--- config.mk ---
export PLATFORM = sky130hd
export DESIGN_NAME = fm_seq_ctrl
export DESIGN_NICKNAME = d
export VERILOG_FILES = /design/src/rtl/fm_seq_ctrl.sv
export SDC_FILE = /design/constraint.sdc
export NUM_CORES = 1
export LEC_CHECK = 0
export CAP_MARGIN = 10
export CORE_UTILIZATION = 35
export CTS_BUF_LIST = sky130_fd_sc_hd__clkbuf_2 sky130_fd_sc_hd__clkbuf_4 sky130_fd_sc_hd__clkbuf_8
export CTS_CLUSTER_SIZE = 40
export DETAILED_ROUTE_END_ITERATION = 8
export PLACE_DENSITY = 0.71
export SLEW_MARGIN = 20
export SYNTH_ARGS = -nofsm -noshare
export SYNTH_HDL_FRONTEND = slang
export SYNTH_SLANG_ARGS = --single-unit
export TNS_END_PERCENT = 1
--- constraint.sdc ---
create_clock -name clk -period 2.54 [get_ports clk]
set_clock_uncertainty 0.05 [all_clocks]
set_input_delay 0.381 -clock clk [delete_from_list [all_inputs] [get_ports clk]]
set_output_delay 0.381 -clock clk [all_outputs]
set_load 0.05 [all_outputs]
--- src/rtl/fm_seq_ctrl.sv ---
// fm_seq_ctrl
// Sequencing controller for a double-banked fragment memory (FM). The write
// side streams base words into the FM fill bank while a mirror counter tracks
// the FM write address; once the fill bank is full and the read side has been
// released, the banks are swapped. The read side serves fragment requests
// against the loaded bank through a one-deep, back-pressured output register.
//
// Ports
//   clk, rst                 clock, synchronous active-high reset
//   s_valid/s_data/s_ready   input word stream (accepted while filling)
//   req_valid/req_idx/
//   req_last/req_ready       fragment requests; req_last releases the bank
//   frag_valid/frag_data/
//   frag_ready               fragment output, one-cycle latency
//   fm_rst_n, fm_wdata,
//   fm_chg_idx, fm_frag_idx  FM control outputs
//   fm_rdata, fm_wait        FM read data (combinational) and wait status
//   underrun, range_err,
//   sync_err                 sticky status flags
//   bank_cnt                 completed swaps, wrapping
//
// Write-side states (derived from the mirror counter, no separate register)
//   state | meaning
//   FILL  | wcnt < last: a word is written every cycle (zero if none offered)
//   SWAP  | wcnt == last and read side free: last word written, banks swap
//   HOLD  | wcnt == last and read side busy: no write, FM waits
module fm_seq_ctrl #(
  parameter int FM_BUFFER_SIZE    = 32,
  parameter int DATA_BITS         = 2,
  parameter int INDICE_LEN        = 6,
  parameter int SIGNED_INDICE_LEN = 7,
  parameter int FRAG_LEN          = 16
) (
  input  logic                         clk,
  input  logic                         rst,
  input  logic                         s_valid,
  input  logic [DATA_BITS-1:0]         s_data,
  output logic                         s_ready,
  input  logic                         req_valid,
  input  logic [SIGNED_INDICE_LEN-1:0] req_idx,
  input  logic                         req_last,
  output logic                         req_ready,
  output logic                         frag_valid,
  output logic [FRAG_LEN-1:0]          frag_data,
  input  logic                         frag_ready,
  output logic                         fm_rst_n,
  output logic [DATA_BITS-1:0]         fm_wdata,
  output logic                         fm_chg_idx,
  output logic [SIGNED_INDICE_LEN-1:0] fm_frag_idx,
  input  logic [FRAG_LEN-1:0]          fm_rdata,
  input  logic                         fm_wait,
  output logic                         underrun,
  output logic                         range_err,
  output logic                         sync_err,
  output logic [7:0]                   bank_cnt
);

  localparam int WCNT_W     = $clog2(FM_BUFFER_SIZE);
  localparam int FRAG_WORDS = FRAG_LEN / DATA_BITS;
  localparam logic [WCNT_W-1:0] WCNT_LAST = WCNT_W'(FM_BUFFER_SIZE - 1);
  localparam logic [INDICE_LEN-1:0] IDX_MAX = INDICE_LEN'(FM_BUFFER_SIZE - 1);
  localparam logic signed [SIGNED_INDICE_LEN-1:0] IDX_MIN =
    SIGNED_INDICE_LEN'(-FRAG_WORDS);

  logic [WCNT_W-1:0]   wcnt_q, wcnt_d;
  logic                rd_loaded_q, rd_loaded_d;
  logic                frag_valid_q, frag_valid_d;
  logic [FRAG_LEN-1:0] frag_data_q, frag_data_d;
  logic                underrun_q, underrun_d;
  logic                range_err_q, range_err_d;
  logic                sync_err_q, sync_err_d;
  logic [7:0]          bank_cnt_q, bank_cnt_d;

  logic full;
  logic rd_ready;
  logic req_acc;
  logic swap;
  logic wr_en;
  logic idx_neg;
  logic idx_oor;

  always_comb begin
    full     = (wcnt_q == WCNT_LAST);
    rd_ready = ~rst & rd_loaded_q & (~frag_valid_q | frag_ready);
    req_acc  = req_valid & rd_ready;
    // A req_last accepted in the same cycle frees the read side immediately,
    // so the swap does not have to wait a cycle in HOLD.
    swap     = ~rst & full & (~rd_loaded_q | (req_acc & req_last));
    wr_en    = ~rst & (~full | swap);
    // Non-negative indices fit in the low INDICE_LEN bits.
    idx_neg  = req_idx[SIGNED_INDICE_LEN-1];
    idx_oor  = idx_neg ? ($signed(req_idx) < IDX_MIN)
                       : (req_idx[INDICE_LEN-1:0] > IDX_MAX);
  end

  always_comb begin
    wcnt_d       = wcnt_q;
    rd_loaded_d  = rd_loaded_q;
    frag_valid_d = frag_valid_q;
    frag_data_d  = frag_data_q;
    underrun_d   = underrun_q;
    range_err_d  = range_err_q;
    sync_err_d   = sync_err_q;
    bank_cnt_d   = bank_cnt_q;

    if (!full) begin
      wcnt_d = wcnt_q + 1'b1;
    end else if (swap) begin
      wcnt_d = '0;
    end

    if (wr_en && !s_valid) begin
      underrun_d = 1'b1;
    end

    if (swap) begin
      rd_loaded_d = 1'b1;
      bank_cnt_d  = bank_cnt_q + 8'd1;
    end else if (req_acc && req_last) begin
      rd_loaded_d = 1'b0;
    end

    // fm_rdata still reflects the old read bank on the swap edge.
    if (req_acc) begin
      frag_valid_d = 1'b1;
      frag_data_d  = idx_oor ? '0 : fm_rdata;
      if (idx_oor) begin
        range_err_d = 1'b1;
      end
    end else if (frag_ready) begin
      frag_valid_d = 1'b0;
    end

    if (fm_wait != (full & ~swap)) begin
      sync_err_d = 1'b1;
    end
  end

  always_ff @(posedge clk) begin
    if (rst) begin
      wcnt_q       <= '0;
      rd_loaded_q  <= 1'b0;
      frag_valid_q <= 1'b0;
      frag_data_q  <= '0;
      underrun_q   <= 1'b0;
      range_err_q  <= 1'b0;
      sync_err_q   <= 1'b0;
      bank_cnt_q   <= '0;
    end else begin
      wcnt_q       <= wcnt_d;
      rd_loaded_q  <= rd_loaded_d;
      frag_valid_q <= frag_valid_d;
      frag_data_q  <= frag_data_d;
      underrun_q   <= underrun_d;
      range_err_q  <= range_err_d;
      sync_err_q   <= sync_err_d;
      bank_cnt_q   <= bank_cnt_d;
    end
  end

  assign s_ready     = wr_en;
  assign req_ready   = rd_ready;
  assign fm_chg_idx  = swap;
  assign fm_rst_n    = ~rst;
  assign fm_wdata    = (wr_en & s_valid) ? s_data : '0;
  assign fm_frag_idx = (~rst & req_valid) ? req_idx : '0;
  assign frag_valid  = frag_valid_q;
  assign frag_data   = frag_data_q;
  assign underrun    = underrun_q;
  assign range_err   = range_err_q;
  assign sync_err    = sync_err_q;
  assign bank_cnt    = bank_cnt_q;

endmodule

Yosys cells after proc, flatten, opt, wreduce, memory -nomap -nowiden

Cells that the tools add are included.

Output and inout bits: 41
Memories kept: 0
Input port bits: 32
Memory bits (writable): 0
Latch bits: 0
Word-level logic and storage cells: 49
ROM bits: 0
Flip-flop bits (word level): 34

Add/subtract/negate cells: 2
Multipliers: 0
Divide/modulo/power cells: 0
Eq/ne operators: 3
Shift-type cells: 0
Reduce and logical (&&, ||, !) cells: 6
Bitwise logic cells: 18
Mux-type cells: 10
$lt $le $gt $ge: 2

Operators by type and width:

| kind                  | count |
|---|---|
| $mux W16              | 1 |
| $and A1 B1 Y1         | 10 |
| $mux W5               | 2 |
| $add A8 B1 Y8 const B | 1 |
| $lt A7 B4 Y1 const B  | 1 |
| $mux W7               | 1 |
| $gt A6 B5 Y1 const B  | 1 |
| $add A5 B1 Y5 const B | 1 |
| $eq A5 B5 Y1 const B  | 1 |
| $mux W1               | 5 |
| $not A1 Y1            | 5 |
| $reduce_bool A2 Y1    | 2 |
| $or A1 B1 Y1          | 3 |
| $logic_and A1 B1 Y1   | 2 |
| $mux W2               | 1 |
| $ne A2 B1 Y1 const B  | 1 |
| $reduce_and A2 Y1     | 1 |
| $logic_not A1 Y1      | 1 |
| $ne A1 B1 Y1          | 1 |

Longest topological paths before layout

Gate-level depths: netlist of run 1.

Word-level depth: 11
Gate-level depth with buffers: 7
Mapped depth without buffers: 7

Least setup slack after synthesis of run 1

OpenSTA, ideal clock, no wires.

Path type: register to output
Start point: register wcnt_q[0]
End point: output fm_chg_idx
Data required time: 2.109 ns
Arrival: 2.261 ns
Stages on the path, launching flop included: 7
Path buffers: 1
Setup slack: -0.152 ns
Path through: dfxtp_1 ha_1 and3_1 ha_1 buf_2 inv_1 nor3_1

Word-level cells in the longest chain between the ends: 3

RTL lines:

| element                    | RTL line | source |
|---|---|---|
| from (decl)                | 65       | `logic [WCNT_W-1:0] wcnt_q, wcnt_d;` |
| from (signal assigned)     | 150      | `wcnt_q <= wcnt_d;` |
| $eq A5 B5 Y1               | 83       | `full = (wcnt_q == WCNT_LAST);` |
| $and A1 B1 Y1 (2 in a row) | 88       | `swap = ~rst & full & (~rd_loaded_q \| (req_acc & req_last));` |
| to (decl)                  | 48       | `output logic fm_chg_idx,` |

No other way between the ends.

Worst setup path in the final report of run 1

Start point: register wcnt_q[0]
End point: output fm_wdata[1]

Word-level cells in the longest chain between the ends: 7
Elaborated cells on any way between the ends: 8
Classes of those cells: 1 x eq/ne; 1 x mux; 6 x bitwise

RTL lines:

| element                    | RTL line | source |
|---|---|---|
| $eq A5 B5 Y1 (*)           | 83       |  |
| $and A1 B1 Y1 (2 in a row) | 88       |  |
| $or A1 B1 Y1 (*)           | 89       | `wr_en = ~rst & (~full \| swap);` |
| $and A1 B1 Y1 (*)          | 89       |  |
| $and A1 B1 Y1 (*)          | 165      | `assign fm_wdata = (wr_en & s_valid) ? s_data : '0;` |
| $mux W2 (*)                | 165      |  |
| to (decl)                  | 47       | `output logic [DATA_BITS-1:0] fm_wdata,` |

Every way passes the cells marked *; elsewhere a longest branch is shown, timed or not.

==> results.md, run 1 <==
* Synthesized flop and latch total at 34
* Drt drc at 0
* Worst path max stage delay at about 380 ps
* Root buf cell: clkbuf_8
* Top cell type's share of synthesized area at 0.456
* DR WL/cell at between 10 and 15 um
* Post-DP HPWL at approximately 2.9 mm
* Layout cells sized above 1 at 0.130
* Pwr per Cell Area at ~440 nW/um^2
* Die area at between 4000 and 5000 sq um
* Die width at 67.3 um
* Tot GR Track Use at 0.180
* Antenna Diode Count at 0
* Post-layout min period at 2440 ps
* FF-to-FF path depth at 7
* Worst r2r src: wcnt_q[0]$_SDFFE_PP0N_
* Synth Instances at roughly 180
* Synth async-reset ratio at 0
* Final layout net count at 290
* CTS clk-pin slew, worst paths at 60 ps
* Die span in y at approximately 67 um
* CP arrival at around 2000 ps
* Hold Crit Class: register to register
* Initial Utilization at 0.368
* Cell taking the most area after synthesis: dfxtp_1
* Distinct cells, synth at 29
* HP Start: frag_data[0]$_SDFFE_PP0P_
* Clock Tree Buf Depth at 2
* Largest net degree at the start of global routing at 31
* Worst VDD drop at about 250 uV
* Worst-margin pin slew at roughly 560 ps
* Routability congestion estimate at 0.759
* Synth top area cells: dfxtp_1, a21oi_1, nand3_1
* First-pass GRT wire length at about 6.1 mm
* CTS H-tree depth at 2
* CP Capture Type: primary output
* Initial antenna violation count at 0
* Ys flop type: dfxtp_1
* Total of max-cap violations at 0
* Top Ports at 73
* Cts hold-fix bufs at 0
* Final hold slack at approximately 400 ps
* Outcome: finished, final reports clean
* Post-synthesis area per instance at ~8 sq um
* Vias at approximately 1,600
* Core ar. at roughly 4000 sq um
* Clk_lat worst skew at 280 ps
* Critical Path RT at 2110 ps
* CTS sink count at 34
* CTS Buf Count at 5
* Worst-path cell chain: ha_4 -> and3_4 -> ha_2 -> nand2_1 -> a31o_4 -> and2_1 -> and3_1 -> buf_6
* CP Buf/Inv Count at 1
* Gr ovfl total at 0
* Finished Core Util at 0.608
* Crit start category: register
* Slew Viols, Final at 0
* RR Endpoint: bank_cnt[7]$_SDFFE_PP0P_
* Vias per cell at between 5 and 6
* Drt total wl at approximately 4 mm
* Setup violators final at 0
* R2R Setup Slk at roughly 700 ps
* Hold Path Sink: frag_data[0]$_SDFFE_PP0P_
* Post-synth EDFFs at 0
* Vias in the first global route at roughly 1,400
* Post-synth top cells: dfxtp_1, a21oi_1, nand2_1, nand3_1, nor2_1
* Hold path depth at 2
* Highest Clock Rate at slightly above 0.4 GHz
* Max FO, Critical Path at 5
* Setup CP Type: register to primary output
* Row count at 23
* Post-Synthesis Cell Area at approximately 1500 sq um
* Post-CTS setup buffers at 0
* Antenna viol nets, final at 0
* Sequential fraction of the synthesis area at 0.456
* Crit-path leading delay family: simple AND/OR/NAND/NOR gates
* CTS tree: built
* Area growth, synth to finish at 65.3%
* Top-count cell post-synth: dfxtp_1
* Pleak at between 0.0008 and 0.0009 uW
* Initial DRT Pass Iterations at 4
* PortBufs at between 70 and 80
* YS warnings at 0
* Starting DRC count in detailed routing at 110
* CP max stage cell: dfxtp_4
* Max_slew headroom at 0.625
* Hold Vio Cnt, Final at 0
* Post-Syn Nets at between 200 and 250
* Final Cycle Share at 0.961
[cells in the final DEF, fill, tap and decap left out, drive strengths merged]
cell / synthesis / layout
a21oi: 29 / 29
a31o: 1 / 1
a31oi: 3 / 3
and2: 8 / 8
and3: 4 / 4
and4: 1 / 1
buf: 7 / 18
clkbuf: 4 / 6
clkdlybuf4s50: 0 / 59
dfxtp: 34 / 34
ha: 3 / 3
inv: 4 / 4
mux2i: 2 / 2
nand2: 22 / 22
nand2b: 1 / 1
nand3: 17 / 17
nand4: 9 / 9
nor2: 10 / 10
nor2b: 1 / 1
nor3: 2 / 2
o21a: 2 / 2
o21ai: 7 / 7
o31ai: 3 / 3
or3: 4 / 4
or4: 3 / 3
xnor2: 1 / 1
[how the worst max path moves through the flow]
stage,from,slack [ps],cells past startpoint,end
6_report,wcnt_q[0]$_SDFFE_PP0N_,100,8,fm_wdata[1]
5_1_grt,wcnt_q[0]$_SDFFE_PP0N_,-20,8,fm_wdata[1]
4_1_cts,wcnt_q[1]$_SDFFE_PP0N_,7,8,fm_wdata[1]
3_5_place_dp,req_valid,310,4,fm_frag_idx[1]
3_3_place_gp,wcnt_q[0]$_SDFFE_PP0N_,310,8,fm_wdata[0]
2_1_floorplan,wcnt_q[0]$_SDFFE_PP0N_,-30,7,fm_wdata[0]
[where the power goes]
part	internal, uW	switching, uW	total [uW]
clock	209	177	385
sequential	540	6.85	546
combinational	82.0	75.2	157
total	830	259	1090
[layer usage]
layer,part of all wire,vias up,global-route usage
li1,-,788,-
met1,0.44,724,0.223
met2,0.50,40,0.288
met3,0.047,2,0.0659
met4,0.0079,0,0.0559
met5,0,-,0
[per-stage QoR]
step	TNS [ps]	worst slack, ps	area (sq um)	instances	total power, uW
after floorplan	-53.4	-26.7	1500	182	620
after global placement	0	311	2340	298	711
after detailed placement	0	311	2340	298	712
after CTS	0	7.39	2430	304	1100
after global routing	-32.3	-21.5	2470	304	1140
final	0	98.9	2470	304	1090
[registers in the layout (all words and copies together), names as in the netlist]
register,count
bank_cnt,8
frag_data,16
frag_valid,1
range_err,1
rd_loaded_q,1
sync_err,1
underrun,1
wcnt_q,5
[worst reg2reg max path: stages (launching register included)]
cell and delay, ps:
dfxtp_4 380, ha_4 140, and3_4 180, ha_2 170, buf_4 170, nand4_1 120
or4_1 410, a21oi_1 160
[cell families after synthesis]
group | count (synthesis) | share of synthesized area
xor+xnor | 1 | 0.00587
fa+ha+maj | 3 | 0.0251
buf+inv | 15 | 0.0469
simple gates | 82 | 0.278
flops | 34 | 0.456
mux | 2 | 0.0134
compound gates | 45 | 0.174
[layout make-up]
type / count / area [sq um]
Sequential cell: 34 / 686
Tap cell: 50 / 62.6
Clock buffer: 6 / 82.6
Timing Repair Buffer: 77 / 846
Inverter: 4 / 15.0
Fill cell: 352 / 1590
Multi-Input combinational cell: 133 / 776
[what timing repair did]
item / 4_1_cts / 5_1_grt
gates cloned: 0 / 0
endpoints found under the setup margin: 2 / 3
resized for setup: 1 / 9
Power figures use the tool's default switching activity.
==> run 2, diff against run 1 <==
--- a/config.mk
+++ b/config.mk
@@ -11,6 +11,7 @@
 export CTS_CLUSTER_SIZE = 40
 export DETAILED_ROUTE_END_ITERATION = 8
 export PLACE_DENSITY = 0.71
+export SKIP_LAST_GASP = 1
 export SLEW_MARGIN = 20
 export SYNTH_ARGS = -nofsm -noshare
 export SYNTH_HDL_FRONTEND = slang
==> results of run 2 <==
The final DEF is identical to that of run 1; final timing and power are the same.
==> run 3, diff against run 2 <==
--- a/config.mk
+++ b/config.mk
@@ -7,7 +7,7 @@
 export LEC_CHECK = 0
 export CAP_MARGIN = 10
 export CORE_UTILIZATION = 35
-export CTS_BUF_LIST = sky130_fd_sc_hd__clkbuf_2 sky130_fd_sc_hd__clkbuf_4 sky130_fd_sc_hd__clkbuf_8
+export CTS_BUF_LIST = sky130_fd_sc_hd__clkbuf_16
 export CTS_CLUSTER_SIZE = 40
 export DETAILED_ROUTE_END_ITERATION = 8
 export PLACE_DENSITY = 0.71
==> results.md, run 3 (synthesis gave the netlist of run 1 again) <==
* Clk_lat worst skew at 270 ps (was 280 ps)
* Antenna viol nets, final at 0 (unchanged)
* Initial Utilization at 0.368 (unchanged)
* Tot GR Track Use at 0.178 (was 0.180)
* Crit-path leading delay family: simple AND/OR/NAND/NOR gates (unchanged)
* Final layout net count at 290 (unchanged)
* Hold Vio Cnt, Final at 0 (unchanged)
* Drt total wl at 3.87 mm (was 3.90 mm)
* Max FO, Critical Path at 5 (unchanged)
* Gr ovfl total at 0 (unchanged)
* Die area at 4530 sq um (unchanged)
* Area growth, synth to finish at 67.9% (was 65.3%)
* Post-layout min period at 2430 ps (was 2440 ps)
* Setup CP Type: register to primary output (unchanged)
* Die width at 67.3 um (unchanged)
* CP max stage cell: dfxtp_2 (was dfxtp_4)
* CTS H-tree depth at 2 (unchanged)
* Pwr per Cell Area at 498 nW/um^2 (was 441 nW/um^2)
* HP Start: frag_data[0]$_SDFFE_PP0P_ (unchanged)
* Largest net degree at the start of global routing at 31 (unchanged)
* Vias in the first global route at 1,372 (was 1,417)
* CP arrival at 2000 ps (was 2010 ps)
* Vias per cell at 5.17 (was 5.11)
* Pleak at 0.000884 uW (was 0.000862 uW)
* Worst-path cell chain: ha_4 -> and3_1 -> ha_2 -> nand2_1 -> a31o_4 -> and2_1 -> and3_1 -> buf_6 (was ha_4 -> and3_4 -> ha_2 -> nand2_1 -> a31o_4 -> and2_1 -> and3_1 -> buf_6)
* Placed Cells at 298 (unchanged)
* CTS Buf Count at 5 (unchanged)
* Vias at 1,572 (was 1,554)
* Clock Tree Buf Depth at 2 (unchanged)
* Critical Path RT at 2110 ps (about the same)
* RSZ-0062 raised after global routing: false
* Die span in y at 67.3 um (unchanged)
* Row count at 23 (unchanged)
* CTS sink count at 34 (unchanged)
* Non-filler cells, final at 304 (unchanged)
* Root buf cell: clkbuf_16 (was clkbuf_8)
* Slew Viols, Final at 0 (unchanged)
* Fillers at 347 (was 352)
* Post-CTS setup buffers at 0 (unchanged)
* Top Ports at 73 (unchanged)
* Starting DRC count in detailed routing at 114 (was 110)
* Max reg flops at 16 (unchanged)
* Commonest cells after routing, fill and taps aside: clkdlybuf4s50_1, dfxtp_1, a21oi_1 (unchanged)
* Cts hold-fix bufs at 0 (unchanged)
* Core ar. at 4060 sq um (unchanged)
* Outcome: finished, final reports clean (unchanged)
* First-pass GRT wire length at 6.04 mm (was 6.12 mm)
* Antenna Diode Count at 0 (unchanged)
* CTS clk-pin slew, worst paths at 50 ps (was 60 ps)
* Setup violators final at 0 (unchanged)
* Worst path most repeated cell: and3_1
* CTS tree: built (unchanged)
* Routability congestion estimate at 0.759 (unchanged)
* PortBufs at 72 (unchanged)
* Final Cycle Share at 0.958 (was 0.961)
* Layout cells sized above 1 at 0.122 (was 0.130)
* Highest Clock Rate at 0.411 GHz (was 0.410 GHz)
* Worst-margin pin slew at 566 ps (was 562 ps)
* Initial antenna violation count at 0 (unchanged)
* Worst path max stage delay at 380 ps (about the same)
* Post-Place Cell Area at 2340 sq um (unchanged)
* Worst r2r src: wcnt_q[0]$_SDFFE_PP0N_ (unchanged)
* Commonest non-fill, non-tap cell in the layout: clkdlybuf4s50_1 (unchanged)
* Initial DRT Pass Iterations at 4 (unchanged)
* Crit. Startpoint: wcnt_q[0]$_SDFFE_PP0N_ (unchanged)
* CP Capture Type: primary output (unchanged)
* Worst VDD drop at 300 uV (was 253 uV)
* CP Buf/Inv Count at 1 (unchanged)
* Hold Crit Class: register to register (unchanged)
* DR WL/cell at 12.7 um (was 12.8 um)
* Max_slew headroom at 0.622 (was 0.625)
* Drt drc at 0 (unchanged)
* Crit start category: register (unchanged)
* Fin area at 2510 sq um (was 2470 sq um)
* Post-DP HPWL at 2.85 mm (unchanged)
* Total of max-cap violations at 0 (unchanged)
## run 3: cell types whose count changed in the layout (fill, tap and decap cells not counted)
cell	before	now
clkbuf_8	6	0
clkinv_1	0	1
and3_4	1	0
clkbuf_16	0	5
dfxtp_2	1	2
dfxtp_4	1	0
and3_1	3	4
## run 3: timing repair
item	CTS	global route
setup endpoints to repair	0	2
hold endpoints to repair	0	0
resized for setup	0	8
## run 3: path summary, 6_finish.rpt
check,end,slack (ps),cells past startpoint
setup / recovery,fm_wdata[1],110,8
setup reg to reg,bank_cnt[7]$_SDFFE_PP0P_,660,7
hold reg to reg,frag_data[0]$_SDFFE_PP0P_,400,2
hold / removal,frag_data[0]$_SDFFE_PP0P_,400,2
## run 3: tightest hold or removal path, delay by kind of cell (launching register included)
kind,cells,cell delay [ps]
DFF,1,300
AOI/OAI and AO/OA,1,50
and+or+nand+nor,1,50
## run 3: stage by stage
stage                     hold WS (ps)  setup WS [ps]  total power (uW)   util  TNS, ps
after global routing               417           17.5              1300  0.618        0
final                              400            107              1250  0.618        0
after global placement             392            311               711  0.578        0
after detailed placement           398            311               712  0.578        0
after CTS                          404           10.6              1260  0.609        0
after floorplan                    413          -26.7               620      -    -53.4
## run 3: final cells by class
class | count | area (sq um) | share of cell area
timing repair buffer | 77 | 846 | 0.337
multi-input combinational | 133 | 771 | 0.308
sequential | 34 | 683 | 0.273
clock buffer | 5 | 125 | 0.0499
tap | 50 | 62.6 | 0.0250
inverter | 4 | 15.0 | 0.00599
clock inverter | 1 | 3.75 | 0.00150
## run 3: power breakdown
| group | leakage (uW) | internal, uW | switching (uW) | total, uW |
|---|---|---|---|---|
| combinational | 0.000545 | 81.8 | 74.8 | 157 |
| clock | 0.0000632 | 347 | 196 | 544 |
| sequential | 0.000276 | 541 | 6.77 | 548 |
| total | 0.000884 | 971 | 278 | 1250 |
## run 3: per-layer routing
| layer | part of all wire | wire length, um | vias to the layer above | GRT usage |
|---|---|---|---|---|
| met5 | 0 | 0 | - | 0 |
| met4 | 0.0098 | 38 | 0 | 0.0559 |
| met3 | 0.052 | 200 | 4 | 0.0659 |
| met2 | 0.49 | 1910 | 46 | 0.278 |
| met1 | 0.44 | 1720 | 731 | 0.226 |
| li1 | - | - | 791 | - |
